`config.mk`:
```
export PLATFORM = sky130hd
export DESIGN_NAME = capi_mmio_ctrl
export DESIGN_NICKNAME = d
export VERILOG_FILES = /design/src/rtl/capi_mmio_ctrl.sv
export SDC_FILE = /design/constraint.sdc
export NUM_CORES = 1
export LEC_CHECK = 0
export BUFFER_PORTS_ARGS = -buffer_cell sky130_fd_sc_hd__clkbuf_2
export CELL_PAD_IN_SITES_DETAIL_PLACEMENT = 1
export CELL_PAD_IN_SITES_GLOBAL_PLACEMENT = 2
export CORE_AREA = 2 2 299 301
export CTS_CLUSTER_DIAMETER = 60
export CTS_CLUSTER_SIZE = 10
export DETAILED_ROUTE_END_ITERATION = 10
export DIE_AREA = 0 0 301 303
export PLACE_DENSITY_LB_ADDON = 0.1
export SYNTH_ARGS = -nofsm -noshare
export SYNTH_HDL_FRONTEND = slang
export SYNTH_SLANG_ARGS = --single-unit
```
`constraint.sdc`:
```
create_clock -name clk -period 10.3 [get_ports clk]
set_input_delay 2.06 -clock clk [delete_from_list [all_inputs] [get_ports clk]]
set_output_delay 2.06 -clock clk [all_outputs]
set_load 0.005 [all_outputs]
```
`src/rtl/capi_mmio_ctrl.sv`:
```
// rtl/capi_mmio_ctrl.sv - PSL MMIO front end: parity check, internal bus re-timing, read ack with timeout
module capi_mmio_ctrl #(
    parameter int addr_width    = 24,
    parameter int mmiobus_width = 4 + addr_width + 64,
    parameter int rd_ports      = 8,
    parameter int ack_timeout   = 16
) (
    input  logic                     clk,
    input  logic                     reset,
    input  logic                     ha_mmval,
    input  logic                     ha_mmcfg,
    input  logic                     ha_mmrnw,
    input  logic                     ha_mmdw,
    input  logic [addr_width-1:0]    ha_mmad,
    input  logic                     ha_mmadpar,
    input  logic [63:0]              ha_mmdata,
    input  logic                     ha_mmdatapar,
    output logic [mmiobus_width-1:0] o_mmiobus,
    input  logic [rd_ports-1:0]      i_rd_v,
    input  logic [64*rd_ports-1:0]   i_rd_d,
    output logic                     ah_mmack,
    output logic [63:0]              ah_mmdata,
    output logic                     ah_mmdatapar,
    output logic [2:0]               o_err
);

    typedef enum logic [2:0] {IDLE, WDATA, WACK, RWAIT, RACK} state_t;

    localparam logic [7:0] cnt_last = 8'(ack_timeout - 1);

    state_t                   state_q, state_d;
    logic [mmiobus_width-1:0] bus_q, bus_d;
    logic                     ack_q, ack_d;
    logic [63:0]              data_q, data_d;
    logic                     par_q, par_d;
    logic [2:0]               err_q, err_d;
    logic [7:0]               cnt_q, cnt_d;
    logic                     dw_q, dw_d;
    logic [63:0]              wdata_q, wdata_d;

    logic                     par_ok;
    logic                     cmd_phase;
    logic                     rd_any;
    logic                     timeout;
    logic [63:0]              rd_or;

    function automatic logic [63:0] fmt_rd(input logic [63:0] d, input logic dw);
        return dw ? d : {d[31:0], d[31:0]};
    endfunction

    // Data parity only matters for writes; reads carry no payload.
    assign par_ok    = (^{ha_mmad, ha_mmadpar}) & (ha_mmrnw | (^{ha_mmdata, ha_mmdatapar}));
    assign cmd_phase = bus_q[mmiobus_width-1];
    assign rd_any    = |i_rd_v;
    assign timeout   = (cnt_q == cnt_last);

    always_comb begin
        rd_or = '0;
        for (int k = 0; k < rd_ports; k++) begin
            if (i_rd_v[k]) rd_or = rd_or | i_rd_d[64*k +: 64];
        end
    end

    always_ff @(posedge clk or posedge reset) begin
        if (reset) state_q <= IDLE;
        else       state_q <= state_d;
    end

    // WACK/RACK last two cycles when the ack is built there; ack_q marks the ack cycle itself.
    always_comb begin
        state_d = state_q;
        case (state_q)
            IDLE: begin
                if (ha_mmval) begin
                    if (par_ok) state_d = ha_mmrnw ? RWAIT : WDATA;
                    else        state_d = ha_mmrnw ? RACK : WACK;
                end
            end
            WDATA:   state_d = WACK;
            WACK:    if (ack_q) state_d = IDLE;
            RWAIT:   if (!cmd_phase && (rd_any || timeout)) state_d = RACK;
            RACK:    if (ack_q) state_d = IDLE;
            default: state_d = IDLE;
        endcase
    end

    always_comb begin
        bus_d   = '0;
        ack_d   = 1'b0;
        data_d  = '0;
        par_d   = 1'b0;
        err_d   = '0;
        cnt_d   = cnt_q;
        dw_d    = dw_q;
        wdata_d = wdata_q;
        if (ha_mmval && state_q != IDLE) err_d[2] = 1'b1;
        case (state_q)
            IDLE: begin
                if (ha_mmval) begin
                    dw_d    = ha_mmdw;
                    wdata_d = ha_mmdata;
                    cnt_d   = '0;
                    if (par_ok) bus_d = mmiobus_width'({1'b1, ha_mmcfg, ha_mmrnw, ha_mmdw, ha_mmad, 64'h0});
                    else        err_d[0] = 1'b1;
                end
            end
            WDATA: bus_d = mmiobus_width'(wdata_q);
            WACK:  ack_d = !ack_q;
            RWAIT: begin
                if (!cmd_phase) begin
                    cnt_d = cnt_q + 8'd1;
                    if (rd_any) begin
                        ack_d  = 1'b1;
                        data_d = fmt_rd(rd_or, dw_q);
                    end else if (timeout) begin
                        ack_d    = 1'b1;
                        data_d   = '1;
                        err_d[1] = 1'b1;
                    end
                end
            end
            RACK: begin
                if (!ack_q) begin
                    ack_d  = 1'b1;
                    data_d = '1;
                end
            end
            default: ;
        endcase
        if (ack_d) par_d = ~^data_d;
    end

    always_ff @(posedge clk or posedge reset) begin
        if (reset) begin
            bus_q   <= '0;
            ack_q   <= 1'b0;
            data_q  <= '0;
            par_q   <= 1'b0;
            err_q   <= '0;
            cnt_q   <= '0;
            dw_q    <= 1'b0;
            wdata_q <= '0;
        end else begin
            bus_q   <= bus_d;
            ack_q   <= ack_d;
            data_q  <= data_d;
            par_q   <= par_d;
            err_q   <= err_d;
            cnt_q   <= cnt_d;
            dw_q    <= dw_d;
            wdata_q <= wdata_d;
        end
    end

    assign o_mmiobus    = bus_q;
    assign ah_mmack     = ack_q;
    assign ah_mmdata    = data_q;
    assign ah_mmdatapar = par_q;
    assign o_err        = err_q;

endmodule
```
==> results by group <==
Outcome
  • Status: finished clean

Place
  • Gp weighted congestion: 0.8581
  • Post-place setup slack: 4.311 ns
  • Port Buffers: 776
  • Dpl hpwl: 68010 um

CTS
  • Clk slew on worst S/H paths: around 0.060 ns
  • CTS Buf Count: 36
  • CTS H-tree lvls: 2
  • Clock buffer depth: 3
  • # clock sinks: between 200 and 250
  • Clk_lat worst skew: 0.54 ns
  • Post-cts resize count: 0
  • CTS tree: yes
  • Setup Fix Bufs, Post-CTS: 0
  • Root Buffer: clkbuf_16
  • Hold-fix buffers, CTS: 0

Timing
  • Setup ws final: roughly 4.9 ns
  • Setup Viol. Count Final: 0
  • Hold Fails Final Rpt: 0
  • Setup TNS: 0 ns
  • Slew HR: 34.67%
  • RSZ-0062 raised after global routing: false
  • Fin crit period: 5.389 ns
  • Slew @ Worst Pin: roughly 1 ns
  • Setup Skew: 0.02427 ns
  • Final Cycle Share: 52.32%
  • Top achievable clock speed: between 0.15 and 0.2 GHz
  • Final Max Tran Viols: 0

Critical path
  • Crit path max fanout: 40
  • Slowest CP cell: nand2_1
  • R2R Setup Slk: slightly below 7 ns
  • Worst Setup Path Type: in -> reg
  • Setup crit end: ah_mmdatapar$_DFF_PP0_
  • Worst setup EP type: flop
  • Critical path depth: 11
  • Startpoint Class: input port
  • Reg2reg end: ah_mmdatapar$_DFF_PP0_
  • CP Buf/Inv Count: 2
  • Reg2reg start: dw_q$_DFFE_PP0P_
  • Worst endpoint data arrival time: 5.79 ns
  • CP top delay family: XOR/XNOR gates
  • CP cell instances: buf_4 > buf_4 > nor4_1 > nand2_1 > o21a_2 > xnor2_1 > xnor2_1 > xor3_1 > xnor3_1 > xor3_1 > o21a_1
  • Critical path required time: about 11 ns
  • Crit path from: i_rd_v[2]
  • R2R depth: 11
  • Slowest stage delay, CP: 0.69 ns

Layout
  • Layout Nets: 2553
  • Syn-to-layout area delta: 46.94%
  • # fillers: 10360
  • Share of post-route cells with drive strength above 1: 47.24%

Synthesis
  • Top cell type's share of synthesized area: 46.19%
  • Syn Std Cell Area: 12840 um^2
  • Main area contributors after synthesis: dfrtp_1 (46%), a22oi_1 (12%), xnor2_1 (8.8%)
  • Yosys cell types: 37
  • Synthesized area per cell: 10.62 um^2
  • Synth area leader: dfrtp_1
  • Sequential area share after synthesis: a little under half
  • Ys async rst share: 100.0%
  • Mapped Cells: 1209
  • Synth Flop Type: dfrtp_1
  • Ys Warns: 0
  • Post-Syn Nets: 1826
  • Yosys reg bits: 237
  • Number of flops mapped to enable cells by yosys: 0

Floorplan
  • Core Area: 87970 um^2
  • Die area: 91200 um^2
  • Core Rows: 109
  • Ports: 777
  • Vert. Die Dim: 303 um
  • Width of the die: about 300 um
  • Starting Density: approximately 15%

Route
  • Post-DR wirelength/cell: 26.95 um
  • Drt pass-1 iters: 5
  • Detailed-route vias per instance: around 4.2
  • Routed wire length: 84190 um
  • DRT iter0 DRCs: roughly 640
  • Routed vias: 13120
  • Drc violations: 0
  • Post-route ant nets: 0

Global route
  • Gr usage total: 17.80%
  • Met3 usage in global routing: 5.650%
  • Vias in the first global route: 14550
  • Pin count of the biggest net entering global routing: 114
  • Total grt overflow: 0
  • GR Util met2: 32.98%
  • First-pass GRT wire length: 114600 um
  • Initial antenna violation count: 23
  • Busiest grt layer: met2
  • Met1 Use GR: 19.59%

Power and ir drop
  • Power per cell area: 215.0 nW/um^2
  • Max IR drop VDD: 105.7 uV
  • Leak: 9.437 nW
  • Pwr Total: 0.004057 W

Run
  • Max-cap violations: 0

Worst hold path
  • HP Class: reg -> reg
-- final cells by class --
cell class	instances	area, um^2	area share [%]
Clock buffer	44	992.2	5.259
Timing Repair Buffer	794	4029	21.35
Inverter	4	22.52	0.1194
Antenna cell	5	12.51	0.06631
Sequential cell	237	5932	31.44
Tap cell	1165	1458	7.725
Multi-Input combinational cell	863	6241	33.08
Clock inverter	12	181.4	0.9615
-- worst min path at each step --
stage                       startpoint                      end  slack, ns  depth (start not counted)
6_report       wdata_q[59]$_DFFE_PP0P_  o_mmiobus[59]$_DFF_PP0_       0.47                          1
5_1_grt        wdata_q[54]$_DFFE_PP0P_  o_mmiobus[54]$_DFF_PP0_       0.49                          1
4_1_cts        wdata_q[55]$_DFFE_PP0P_  o_mmiobus[55]$_DFF_PP0_       0.48                          1
3_5_place_dp   wdata_q[41]$_DFFE_PP0P_  o_mmiobus[41]$_DFF_PP0_       0.46                          1
3_3_place_gp   wdata_q[55]$_DFFE_PP0P_  o_mmiobus[55]$_DFF_PP0_       0.45                          1
2_1_floorplan   wdata_q[0]$_DFFE_PP0P_   o_mmiobus[0]$_DFF_PP0_       0.45                          1
-- flip-flops by register name (all words and copies together), names as in the netlist --
signal and cells:
ah_mmack 1, o_mmiobus 92, cnt_q 8, state_q 3, o_err 3, ah_mmdatapar 1, ah_mmdata 64, wdata_q 64
dw_q 1
-- Yosys cell counts (2+ instances only) --
| cell | n |
|---|---|
| o21a_2 | 2 |
| a22o_1 | 28 |
| o21ai_0 | 68 |
| xnor2_1 | 129 |
| o21a_1 | 18 |
| nor3_1 | 4 |
| clkbuf_1 | 41 |
| xor3_1 | 2 |
| mux2_2 | 64 |
| nand2_1 | 11 |
| inv_1 | 4 |
| buf_2 | 29 |
| and3_1 | 27 |
| xnor3_1 | 2 |
| o31ai_1 | 2 |
| nor4_1 | 3 |
| a221oi_1 | 25 |
| nand4_1 | 53 |
| and2_1 | 68 |
| dfrtp_1 | 237 |
| a31oi_1 | 13 |
| a21oi_1 | 2 |
| nor2b_1 | 3 |
| a22oi_1 | 202 |
| buf_6 | 32 |
| nor2_2 | 2 |
| xor2_1 | 21 |
| nor2_1 | 102 |
| nand3_1 | 4 |
| a221oi_2 | 2 |
| buf_1 | 3 |
-- kinds of logic (layout without fill, tap and decap cells) --
logic type | Yosys count | after routing | share of synthesized area, %
xor+xnor | 154 | 154 | 10.95
simple gates | 281 | 281 | 11.43
flops | 237 | 237 | 46.19
buf+inv | 109 | 854 | 5.340
mux | 64 | 64 | 5.612
fa+ha+maj | 1 | 1 | 0.09742
other cells | 0 | 5 | 0
compound gates | 363 | 363 | 20.38
-- cells in the final DEF, fill, tap and decap left out, drive strengths merged, types with 11 or more instances in the layout --
master  synthesis  final
buf            64     26
dfrtp         237    237
nand2          11     11
mux2           64     64
a22o           28     28
a31oi          13     13
clkbuf         41    812
a22oi         202    202
and2           68     68
nand4          53     53
o21a           20     20
xor2           21     21
o21ai          68     68
and3           27     27
xnor2         129    129
a221oi         27     27
nor2          104    104
-- layer usage --
metal	part of all wire [%]	up-vias	wire, um
li1	-	5915	-
met1	37	6529	31270
met2	53	539	44310
met3	7.6	115	6397
met4	2.5	18	2089
met5	0.15	-	126
-- where the power goes --
part           internal [W]  switching, W
combinational      0.000642      0.000824
sequential          0.00123      0.000118
clock              0.000780      0.000461
-- stage by stage --
stage / util [%] / hold slack, ns / cell area (um^2) / instances
final: 21.45 / 0.4683 / 18870 / 3124
after floorplan: - / 0.4494 / 12840 / 1209
after global placement: 20.10 / 0.4545 / 17680 / 3063
after CTS: 21.44 / 0.4757 / 18860 / 3119
after detailed placement: 20.10 / 0.4627 / 17680 / 3063
after global routing: 21.44 / 0.4935 / 18860 / 3122
(Power assumes the default switching activity.)
